==> config.mk <==
export PLATFORM = sky130hd
export DESIGN_NAME = multi_hot_encoder_scanner
export DESIGN_NICKNAME = d
export VERILOG_FILES = /design/src/rtl/multi_hot_encoder_scanner_pkg.sv /design/src/rtl/multi_hot_encoder_scanner_priority_index_encoder.sv /design/src/rtl/multi_hot_encoder_scanner.sv
export SDC_FILE = /design/constraint.sdc
export NUM_CORES = 1
export LEC_CHECK = 0
export CAP_MARGIN = 10
export CORE_AREA = 2 2 53 55
export DETAILED_ROUTE_END_ITERATION = 12
export DIE_AREA = 0 0 55 57
export PLACE_DENSITY = 0.66
export SYNTH_ARGS = -nofsm -noshare
export SYNTH_HDL_FRONTEND = slang
export SYNTH_SLANG_ARGS = --single-unit
export TNS_END_PERCENT = 100
==> constraint.sdc <==
create_clock -name Clk -period 2.85 [get_ports Clk]
set_input_delay 0.4275 -clock Clk [delete_from_list [all_inputs] [get_ports Clk]]
set_output_delay 0.4275 -clock Clk [all_outputs]
set_load 0.05 [all_outputs]
==> src/rtl/multi_hot_encoder_scanner_pkg.sv <==
// Package shared by the multi-hot encoder scanner slice.
// Holds the FSM state encoding and a ceiling-log2 helper used to size index
// ports. The helper exists for tools that lack a usable $clog2.
package multi_hot_encoder_scanner_pkg;

  // Scanner FSM states: waiting for a vector, or emitting its indices
  typedef enum logic {
    IDLE = 1'b0,
    EMIT = 1'b1
  } state_e;

  // Ceiling log2; returns the number of bits needed to index 'value' items
  function automatic int clog2(input int value);
    int r;
    r = 0;
    for (int v = value - 1; v > 0; v = v >> 1) begin
      r = r + 1;
    end
    return r;
  endfunction

endpackage

==> src/rtl/multi_hot_encoder_scanner_priority_index_encoder.sv <==
// Combinational priority index encoder (generalised 4-to-2 encoder).
// Ports:
//   req    in   WIDTH  request bits, any pattern
//   index  out  IDXW   index of the winning bit (0 when no bit is set)
//   any    out  1      at least one request bit is set
//   onehot out  WIDTH  the winning bit isolated (all zeros when none set)
// MSB_FIRST = 0 selects the lowest set bit, 1 selects the highest set bit.
module priority_index_encoder
  import multi_hot_encoder_scanner_pkg::*;
#(
  parameter int WIDTH     = 8,
  parameter int MSB_FIRST = 0,
  parameter int IDXW      = clog2(WIDTH)
) (
  input  logic [WIDTH-1:0] req,
  output logic [IDXW-1:0]  index,
  output logic             any,
  output logic [WIDTH-1:0] onehot
);

  // Scan all bits in the order where the preferred winner is visited last,
  // so its assignment is the one that sticks
  always_comb begin
    index  = {IDXW{1'b0}};
    any    = 1'b0;
    onehot = {WIDTH{1'b0}};
    for (int k = 0; k < WIDTH; k++) begin
      int pos;
      pos   = (MSB_FIRST != 0) ? k : (WIDTH - 1 - k);
      index = req[pos] ? IDXW'(pos) : index;
      any   = any | req[pos];
    end
    onehot = any ? ({{(WIDTH-1){1'b0}}, 1'b1} << index) : {WIDTH{1'b0}};
  end

endmodule

==> src/rtl/multi_hot_encoder_scanner.sv <==
// Multi-hot encoder scanner.
// Captures a WIDTH-bit request vector over a valid/ready handshake, then emits
// the binary index of each set bit, one per output handshake, in priority
// order (lowest first, or highest first with MSB_FIRST=1).
// Ports:
//   Clk      in   1       rising-edge clock
//   Rst_n    in   1       synchronous active-low reset
//   W_valid  in   1       request vector valid
//   W_ready  out  1       scanner idle and able to capture
//   W        in   WIDTH   request vector
//   Y_valid  out  1       Y holds a valid index
//   Y_ready  in   1       consumer accepts Y
//   Y        out  IDXW    index of current set bit
//   last     out  1       Y is the final index of the captured vector
//   zero     out  1       one-cycle pulse: captured vector was all zeros
//   multi    out  1       captured vector had more than one bit set
//   count    out  IDXW+1  popcount of the captured vector
module multi_hot_encoder_scanner
  import multi_hot_encoder_scanner_pkg::*;
#(
  parameter int WIDTH     = 8,
  parameter int IDXW      = clog2(WIDTH),
  parameter int MSB_FIRST = 0
) (
  input  logic             Clk,
  input  logic             Rst_n,
  input  logic             W_valid,
  output logic             W_ready,
  input  logic [WIDTH-1:0] W,
  output logic             Y_valid,
  input  logic             Y_ready,
  output logic [IDXW-1:0]  Y,
  output logic             last,
  output logic             zero,
  output logic             multi,
  output logic [IDXW:0]    count
);

  state_e              state_r;
  logic [WIDTH-1:0]    pending_r;
  logic                zero_r;
  logic                multi_r;
  logic [IDXW:0]       count_r;

  logic [IDXW-1:0]     index_s;
  logic                any_s;
  logic [WIDTH-1:0]    onehot_s;
  logic [IDXW:0]       popcnt_s;

  function automatic logic [IDXW:0] popcount(input logic [WIDTH-1:0] v);
    logic [IDXW:0] c;
    c = {(IDXW+1){1'b0}};
    for (int i = 0; i < WIDTH; i++) begin
      c = c + {{IDXW{1'b0}}, v[i]};
    end
    return c;
  endfunction

  // Y and last both come from the pending register only, never from W
  priority_index_encoder #(
    .WIDTH     (WIDTH),
    .MSB_FIRST (MSB_FIRST),
    .IDXW      (IDXW)
  ) u_pick (
    .req    (pending_r),
    .index  (index_s),
    .any    (any_s),
    .onehot (onehot_s)
  );

  assign popcnt_s = popcount(W);

  // Scanner FSM: capture in IDLE, retire one set bit per accepted Y in EMIT
  always_ff @(posedge Clk) begin
    if (!Rst_n) begin
      state_r   <= IDLE;
      pending_r <= {WIDTH{1'b0}};
      zero_r    <= 1'b0;
      multi_r   <= 1'b0;
      count_r   <= {(IDXW+1){1'b0}};
    end else begin
      case (state_r)
        IDLE: begin
          if (W_valid) begin
            count_r <= popcnt_s;
            multi_r <= (popcnt_s > (IDXW+1)'(1));
            if (W == {WIDTH{1'b0}}) begin
              zero_r <= 1'b1;
            end else begin
              zero_r    <= 1'b0;
              pending_r <= W;
              state_r   <= EMIT;
            end
          end else begin
            zero_r <= 1'b0;
          end
        end
        EMIT: begin
          zero_r <= 1'b0;
          if (Y_ready) begin
            // Clearing the emitted bit drains pending to zero on the last one
            pending_r <= pending_r & ~onehot_s;
            if (last) begin
              state_r <= IDLE;
            end else begin
              state_r <= EMIT;
            end
          end else begin
            pending_r <= pending_r;
          end
        end
        default: begin
          state_r   <= IDLE;
          pending_r <= {WIDTH{1'b0}};
          zero_r    <= 1'b0;
        end
      endcase
    end
  end

  assign W_ready = (state_r == IDLE);
  assign Y_valid = (state_r == EMIT);
  assign Y       = index_s;
  // Exactly one bit set: removing the winner leaves nothing behind
  assign last    = (state_r == EMIT) && any_s &&
                   ((pending_r & ~onehot_s) == {WIDTH{1'b0}});
  assign zero    = zero_r;
  assign multi   = multi_r;
  assign count   = count_r;

endmodule

==> flow_summary.yaml, run 1 <==
timing:
  finalCritPeriodShare_pct: 102
  maxSlewViolCount: 0
  fmax_mhz: 343
  hold_viol: 0
  fin_crit_ps: 2920
  setup_viol: 2
  worstMarginPinSlew_ps: 512
  rsz0062_at_grt: "true"
  setup_slack_ps: -68.0
  maxSlewHeadroom_pct: 65.8
  worst_clock_skew_ps: 15.9
logic_synthesis:
  synth_seq_area_share_pct: 30.6
  syn_inst: 123
  synth_top_area_cell: "dfxtp_1"
  syn_area_um2: 981
  synthDistinctLibCells: 35
  synth_top_area_share_pct: 30.6
  syn-num-nets: 143
  avgSynthCellArea_um2: 7.98
  ys_warn_count: 0
  synth_edf_count: 0
  synth_flop_cell: "dfxtp_1"
  ys_seq_elements: 15
  ys_async_sr_fraction_pct: 0
  synthTopCellsByArea: "dfxtp_1 31%, fa_1 8.2%, a21oi_1 6.1%"
setup_path:
  worstPathCellList: "buf_6, fa_1, inv_1, fa_1, fa_1, inv_1, ha_2, inv_2, fa_2, nand2_2, o22ai_1, a21oi_1"
  r2r_slack_ps: 890
  crit_type: "in -> reg"
  crit_path_max_fanout: 2
  max_stage_delay_ps: 530
  startpoint_type: "input pin"
  cp-end-kind: "flop"
  crit_arrival_ps: 3070
  crit_slowest_cell: "fa_1"
  critPathMostFrequentCell: "fa_1"
  critical_path_required_ps: 3000
cells_and_area:
  drive_gt1_share_pct: 16.0
  utilization_pct: 50.0
  nets: 171
  n_fill_cell: 262
  area_delta_synth_final_pct: 33.4
  diodes: 0
drt:
  dr.pass1.iters: 4
  ant_nets: 0
  drt-total-wl_um: 2410
  wl_per_cell_um: 13.3
  drc: 0
  drt_iter0_drc: 18
  vias: 966
  vias_per_cell: 5.34
pwr:
  intPower_mw: 0.438
  power.density_nw_per_um2: 565
  power.share.combinational_pct: 48.8
  total_power_mw: 0.739
  switching_power_mw: 0.301
  peakVddDrop_uv: 474
  pwr-share-clk_pct: 16.7
  p_seq_share_pct: 34.5
  switching_share_pct: 40.8
  p_leak_nw: 0.568
die:
  design.core.area_um2: 2620
  die-area_um2: 3140
  num_rows: 19
  die_y_um: 57
  die_w_um: 55
  start_util_pct: 37.5
  ios: 24
global_routing:
  grt_pass1_vias: 878
  grt_max_degree: 14
  grt_pass1_wl_um: 3920
  antenna_found_initial: 0
  grt.total_usage_pct: 17.0
  grt_overflow: 0
clocking:
  htreeDepth: 1
  clock_latency_ps: 290
  cts_root_buffer: "clkbuf_4"
  clock_path_buffers: 2
  path_clk_slew_ps: 100
  cts_buffers: 3
  cts_tree: "built"
  postCtsHoldBufs: 0
  cts.sinks: 15
worst_hold_path:
  hold_class: "in -> reg"
flow_run:
  drv_cap: 0
status:
  violations: "negative setup slack"
  outcome: "finished with violations"
placement:
  dp_hpwl_um: 1870
  gp_congestion: 0.762
  pre_cts_slack_ps: -757
  io_buffers: 23
## area by class of cell
cell class                 instances  area [µm²]  area share [%]
multi-input combinational         86         611            46.7
clock buffer                       4        26.3            2.01
timing repair buffer              29         273            20.8
inverter                          16        60.1            4.59
tap                               31        38.8            2.96
sequential                        15         300            22.9
## power by group through the flow
stage / clock network, mW / registers [mW] / logic [mW]
3_3_place_gp: 0 / 0.258 / 0.335
5_1_grt: 0.136 / 0.258 / 0.394
6_report: 0.124 / 0.255 / 0.360
2_1_floorplan: 0 / 0.290 / 0.204
3_5_place_dp: 0 / 0.260 / 0.345
4_1_cts: 0.127 / 0.255 / 0.360
## synthesized netlist by cell type (all sizes together), types with 3 or more instances
cell type,n
nor2,5
ha,4
o32ai,3
or3,3
nand2,16
clkbuf,5
fa,4
nand3,4
a311oi,3
o21ai,7
dfxtp,15
a21oi,12
a22oi,4
inv,16
## per-layer routing
| metal | wire, µm | up-vias | part of all wire, % | global-route usage (%) |
|---|---|---|---|---|
| li1 | - | 476 | - | - |
| met1 | 1050 | 458 | 44 | 22.0 |
| met2 | 1190 | 30 | 50 | 28.2 |
| met3 | 150 | 2 | 6.2 | 4.71 |
| met4 | 13 | 0 | 0.54 | 3.14 |
| met5 | 0 | - | 0 | 0 |
## cell families after synthesis
logic type	synth area share, %
AO/OA/AOI/OAI	22.6
buffers and inverters	8.67
XOR/XNOR	1.79
adder cells (fa/ha/maj)	14.3
AND/OR/NAND/NOR	20.5
flip-flops	30.6
multiplexers	1.53
## through the flow
stage / instance area [µm²] / hold slack, ps / TNS [ps] / std cells
2_1_floorplan: 981 / 477 / -200 / 123
5_1_grt: 1310 / 474 / -292 / 181
6_report: 1310 / 451 / -71.0 / 181
3_5_place_dp: 1260 / 451 / -2590 / 176
3_3_place_gp: 1260 / 452 / -2200 / 176
4_1_cts: 1300 / 456 / -479 / 181
## cell usage in the layout, fill, tap and decap left out, types with 2 or more instances in the layout
master,n
clkdlybuf4s50_1,18
dfxtp_1,15
inv_1,15
nand2_1,15
a21oi_1,12
o21ai_0,7
buf_4,7
nor2_1,5
nand3_1,4
a22oi_1,4
o32ai_1,3
fa_1,3
ha_1,3
clkbuf_4,3
nor3_1,2
or3_1,2
or2_2,2
a21o_1,2
and2_1,2
a311oi_1,2
buf_6,2
## critical path: cells and delay by family
family,cells,cell delay [ps]
buf+inv,4,270
fa+ha+maj,5,2140
compound gates,2,180
simple gates,1,50
## final timing paths
check                           cells after the start            to    startpoint
worst min-delay path                                4  pending_r[3]          W[3]
worst min register to register                      2      count[2]      count[2]
worst max register to register                      4       Y_valid  pending_r[5]
worst max-delay path                               12         multi          W[0]
## registers in the layout, summed over array words and instances, names as in the netlist
| register | count |
|---|---|
| Y_valid | 1 |
| zero | 1 |
| pending_r | 8 |
| count | 4 |
| multi | 1 |
## repair_timing
action	CTS	global route
endpoints found under the setup margin	4	4
pin swaps	7	9
gates resized for setup	17	3
buffers inserted	1	0
endpoints found under the hold margin	0	0
Power figures use the tool's default switching activity.
==> inputs of run 2 (changes only) <==
--- a/config.mk
+++ b/config.mk
@@ -6,9 +6,11 @@
 export NUM_CORES = 1
 export LEC_CHECK = 0
 export CAP_MARGIN = 10
-export CORE_AREA = 2 2 53 55
+export CORE_AREA = 3 3 54 56
+export CTS_CLUSTER_DIAMETER = 100
 export DETAILED_ROUTE_END_ITERATION = 12
-export DIE_AREA = 0 0 55 57
+export DIE_AREA = 0 0 57 59
+export GPL_TIMING_DRIVEN = 0
 export PLACE_DENSITY = 0.66
 export SYNTH_ARGS = -nofsm -noshare
 export SYNTH_HDL_FRONTEND = slang
==> run 2 against run 1 <==
Total power shrank 0.10%. Core utilization grew 1.7 points. Largest cell class unchanged. Die area grew 7.3%. Largest power group unchanged. Cell area shrank 2.0%. The flow still finishes with violations (negative setup slack). Critical path depth is the same. Critical endpoint unchanged. Sequential power shrank 3%. Highest routed layer unchanged.
==> flow_summary.yaml, run 2 (synthesized netlist as in run 1, its figures left out) <==
status:
  outcome: "finished with violations"
  violations: "negative setup slack"
die:
  ios: 24
  design.core.area_um2: 2480
  die-area_um2: 3360
  die_y_um: 59
  start_util_pct: 39.6
  die_w_um: 57
  num_rows: 18
placement:
  gp_congestion: 0.756
  dp_hpwl_um: 1900
  pre_cts_slack_ps: -742
  io_buffers: 22
clocking:
  cts_buffers: 3
  cts_root_buffer: "clkbuf_4"
  htreeDepth: 1
  clock_path_buffers: 2
  clock_latency_ps: 290
  postCtsHoldBufs: 0
  path_clk_slew_ps: 90
  cts_tree: "built"
  cts.sinks: 15
setup_path:
  crit_type: "in -> reg"
  path_buf_inv: 4
  crit_path_max_fanout: 2
  max_stage_delay_ps: 540
  rr_startpoint: "pending_r[5]"
  crit_family: "adder cells"
  crit_slowest_cell: "fa_1"
  r2r_cells: 4
  critPathMostFrequentCell: "fa_1"
  r2r_slack_ps: 920
  startpoint_type: "input pin"
  cp-end-kind: "flop"
  worstPathCellList: "buf_6, fa_1, inv_2, fa_1, fa_1, inv_1, ha_2, inv_2, fa_2, nand2_2, o22ai_2, a21oi_1"
  regToRegEndpoint: "Y_valid"
  crit_start: "W[1]"
  crit_arrival_ps: 3080
  critical_path_required_ps: 3010
worst_hold_path:
  worstHoldPathCells: 3
  min_to: "pending_r[1]"
  hold_class: "in -> reg"
  hp-start: "W[1]"
timing:
  setup_slack_ps: -67.2
  maxSlewViolCount: 0
  worst_clock_skew_ps: 5.29
  hold_viol: 0
  rsz0062_at_grt: "true"
  fin_crit_ps: 2920
  fmax_mhz: 343
  worstMarginPinSlew_ps: 531
  setup_viol: 3
  maxSlewHeadroom_pct: 64.6
  worst_hold_slack_ps: 437
  finalCritPeriodShare_pct: 102
global_routing:
  grt_max_degree: 11
  busiest_layer: "met2"
  antenna_found_initial: 0
  use_met1_pct: 16.0
  grt_pass1_vias: 894
  grt_overflow: 0
  use_met2_pct: 27.4
  grt.total_usage_pct: 14.9
  grt_pass1_wl_um: 3850
  groute.layer.met3.usage_pct: 6.10
pwr:
  p_leak_nw: 0.559
  peakVddDrop_uv: 441
  switching_power_mw: 0.309
  switching_share_pct: 41.8
  p_seq_share_pct: 33.6
  pwr-share-clk_pct: 17.1
  power.density_nw_per_um2: 576
  intPower_mw: 0.430
  total_power_mw: 0.738
  power.share.combinational_pct: 49.3
cells_and_area:
  largest_reg_flops: 8
  multi_input_comb_area_um2: 621
  drive_gt1_share_pct: 16.1
  final_common_cell: "clkdlybuf4s50_1"
  nets: 170
  utilization_pct: 51.8
  layout.area.seq_um2: 300
  area_delta_synth_final_pct: 30.7
  largest_register: "pending_r"
  n_fill_cell: 261
  diodes: 0
  final_cell_mix: "16 x clkdlybuf4s50_1, 15 x dfxtp_1, 15 x nand2_1"
flow_run:
  drv_cap: 0
drt:
  dr.pass1.iters: 4
  wl_per_cell_um: 13.6
  drt-total-wl_um: 2440
  drc: 0
  vias: 930
  ant_nets: 0
  drt_iter0_drc: 11
  vias_per_cell: 5.20
==> run 2: changes by cell type in the layout (fill, tap and decap cells not counted), moves of 2 or more <==
cell             before  now
buf_4                 7    0
clkdlybuf4s50_1      18   16
clkbuf_1              1    4
buf_2                 1    4
==> run 2: metal layers <==
layer | routed length [µm] | vias to the layer above
met5 | 0 | -
met4 | 24 | 0
met3 | 141 | 4
met2 | 1230 | 18
met1 | 1040 | 431
li1 | - | 477
==> run 2: worst max-delay path by stage <==
stage / slack (ps) / cells past startpoint / to
2_1_floorplan: -110 / 11 / multi
3_3_place_gp: -690 / 12 / multi
3_5_place_dp: -740 / 12 / count[2]
4_1_cts: -160 / 12 / multi
5_1_grt: -160 / 12 / multi
6_report: -70 / 12 / multi
==> run 2: final cells by class <==
cell class,instances,share of cell area [%]
buffer,6,1.95
clock buffer,3,1.76
inverter,16,4.68
clock inverter,1,0.390
tap,30,2.93
sequential,15,23.4
multi-input combinational,86,48.4
timing repair buffer,22,16.5
==> run 2: power by group through the flow <==
stage / registers [mW] / logic [mW] / clock network, mW
finish: 0.248 / 0.364 / 0.126
global route: 0.251 / 0.396 / 0.138
CTS: 0.247 / 0.364 / 0.129
detailed placement: 0.252 / 0.348 / 0
global placement: 0.252 / 0.340 / 0
floorplan: 0.290 / 0.204 / 0
==> run 2: repair_timing <==
item / in CTS / in global routing
endpoints found under the setup margin: 5 / 4
endpoints found under the hold margin: 0 / 0
pin swaps: 6 / 4
setup buffers: 0 / 0
resized for setup: 26 / 3
==> run 2: per-stage QoR <==
stage / area, µm² / instances / setup TNS, ps
CTS: 1270 / 179 / -364
detailed placement: 1240 / 175 / -2710
global route: 1280 / 179 / -385
finish: 1280 / 179 / -100
global placement: 1240 / 175 / -2460
floorplan: 981 / 123 / -200
==> run 2: worst min-delay path: cells and delay by family <==
family	cells	cell delay [ps]
AOI/OAI and AO/OA	1	90
buffers and inverters	2	170
==> inputs of run 3 (changes only) <==
--- a/config.mk
+++ b/config.mk
@@ -6,10 +6,10 @@
 export NUM_CORES = 1
 export LEC_CHECK = 0
 export CAP_MARGIN = 10
-export CORE_AREA = 3 3 54 56
+export CORE_AREA = 5 5 56 58
 export CTS_CLUSTER_DIAMETER = 100
 export DETAILED_ROUTE_END_ITERATION = 12
-export DIE_AREA = 0 0 57 59
+export DIE_AREA = 0 0 61 63
 export GPL_TIMING_DRIVEN = 0
 export PLACE_DENSITY = 0.66
 export SYNTH_ARGS = -nofsm -noshare
==> run 3 against run 2 <==
The flow still finishes with violations (negative setup slack). Flip-flop and latch count stayed put. Core utilization fell by 2.0 points. Wire length decreased by 0.86%. Critical path type unchanged. Critical endpoint unchanged. Largest cell class unchanged.
==> flow_summary.yaml, run 3 (synthesized netlist as in run 1, its figures left out) <==
clocking:
  cts_root_buffer: "clkbuf_4"
  htreeDepth: 1
  path_clk_slew_ps: 90
  cts_tree: "built"
  cts_buffers: 3
  clock_latency_ps: 280
  cts.sinks: 15
  clock_path_buffers: 2
global_routing:
  antenna_found_initial: 0
  grt_pass1_vias: 947
  grt.total_usage_pct: 13.2
  grt_max_degree: 11
  grt_overflow: 0
  grt_pass1_wl_um: 3920
drt:
  ant_nets: 0
  vias_per_cell: 5.33
  drt-total-wl_um: 2420
  vias: 965
  dr.pass1.iters: 4
  drt_iter0_drc: 33
  drc: 0
  wl_per_cell_um: 13.4
die:
  design.core.area_um2: 2620
  num_rows: 19
  ios: 24
  start_util_pct: 37.5
  die_y_um: 63
  die_w_um: 61
  die-area_um2: 3840
pwr:
  power.density_nw_per_um2: 575
  p_leak_nw: 0.567
  total_power_mw: 0.748
  peakVddDrop_uv: 365
cells_and_area:
  diodes: 0
  drive_gt1_share_pct: 16.7
  largest_reg_flops: 8
  nets: 171
  instances_no_fill: 181
  largest_register: "pending_r"
  final_common_cell: "clkdlybuf4s50_1"
  final_cell_mix: "16 x clkdlybuf4s50_1, 15 x dfxtp_1, 15 x nand2_1"
  area_delta_synth_final_pct: 32.7
  utilization_pct: 49.8
setup_path:
  max_stage_delay_ps: 530
  worstPathCellList: "buf_6, fa_1, inv_1, fa_1, fa_1, inv_2, ha_4, inv_2, fa_2, nand2_2, o22ai_2, a21oi_1"
  startpoint_type: "input pin"
  crit_start: "W[1]"
  critical_path_required_ps: 3010
  endpoint: "multi"
  crit_family: "adder cells"
  regToRegEndpoint: "Y_valid"
  r2r_slack_ps: 900
  path_buf_inv: 4
  crit_arrival_ps: 3030
  crit_type: "in -> reg"
  r2r_cells: 4
  cp-end-kind: "flop"
  worstSetupPathDepth: 12
  rr_startpoint: "pending_r[5]"
  crit_slowest_cell: "fa_2"
  critPathMostFrequentCell: "fa_1"
  crit_path_max_fanout: 2
timing:
  worstMarginPinSlew_ps: 511
  setup_slack_ps: -22.4
  fin_crit_ps: 2870
  finalCritPeriodShare_pct: 101
  worst_clock_skew_ps: 2.76
  maxSlewViolCount: 0
  maxSlewHeadroom_pct: 65.8
  hold_viol: 0
  fmax_mhz: 348
  rsz0062_at_grt: "true"
  setup_viol: 1
flow_run:
  drv_cap: 0
placement:
  gp_congestion: 0.784
  io_buffers: 22
  dp_hpwl_um: 1900
  placed_cells: 176
status:
  violations: "negative setup slack"
  outcome: "finished with violations"
worst_hold_path:
  hold_class: "in -> reg"
[run 3: changes by cell type in the layout (fill, tap and decap cells not counted)]
cell | before | now
ha_4 | 0 | 1
o21ai_1 | 1 | 0
o21ai_2 | 0 | 1
a21oi_1 | 11 | 12
a21oi_2 | 1 | 0
buf_4 | 0 | 1
ha_2 | 1 | 0
[run 3: layout make-up]
cell class | instances | area (µm²)
clock inverters | 1 | 5.00
repair buffers | 23 | 219
clock buffers | 3 | 22.5
well taps | 31 | 38.8
plain buffers | 6 | 25.0
flip-flops and latches | 15 | 300
fillers | 280 | 1310
multi-input cells | 86 | 631
inverters | 16 | 60.1
[run 3: how the worst min path moves through the flow]
stage                 start            to  cells past startpoint
4_1_cts                W[3]  pending_r[3]                      3
6_report               W[3]  pending_r[3]                      3
3_3_place_gp       count[2]      count[2]                      2
5_1_grt                W[1]  pending_r[1]                      3
2_1_floorplan  pending_r[2]  pending_r[2]                      2
3_5_place_dp       count[2]      count[2]                      2
[run 3: timing repair]
| item | 4_1_cts | 5_1_grt |
|---|---|---|
| buffers inserted | 1 | 0 |
| setup endpoints to repair | 4 | 4 |
| pin swaps | 7 | 5 |
| gates resized for setup | 24 | 6 |
| hold buffers | 0 | 0 |
[run 3: worst register-to-register path, stage by stage, from the launching register on]
cell and delay (ps):
dfxtp_1 390, or4_1 560, or3_4 370, mux2_4 320, a311oi_2 230
[run 3: where the power goes]
part | internal [mW] | switching (mW)
sequential | 0.230 | 0.0185
combinational | 0.155 | 0.222
clock | 0.0521 | 0.0692
[run 3: per-stage QoR]
step | setup slack [ps] | TNS (ps) | cell area, µm² | hold slack [ps]
after floorplan | -111 | -200 | 981 | 477
after global placement | -694 | -2470 | 1240 | 451
after detailed placement | -739 | -2660 | 1240 | 451
after CTS | -160 | -344 | 1280 | 440
after global routing | -93.1 | -206 | 1300 | 457
final | -22.4 | -22.4 | 1300 | 443
[run 3: routing by layer]
metal / routed length, µm / vias to the layer above / global-route usage [%]
met5: 0 / - / 0
met4: 44 / 0 / 4.61
met3: 166 / 6 / 4.34
met2: 1200 / 31 / 22.1
met1: 1010 / 448 / 15.4
li1: - / 480 / -
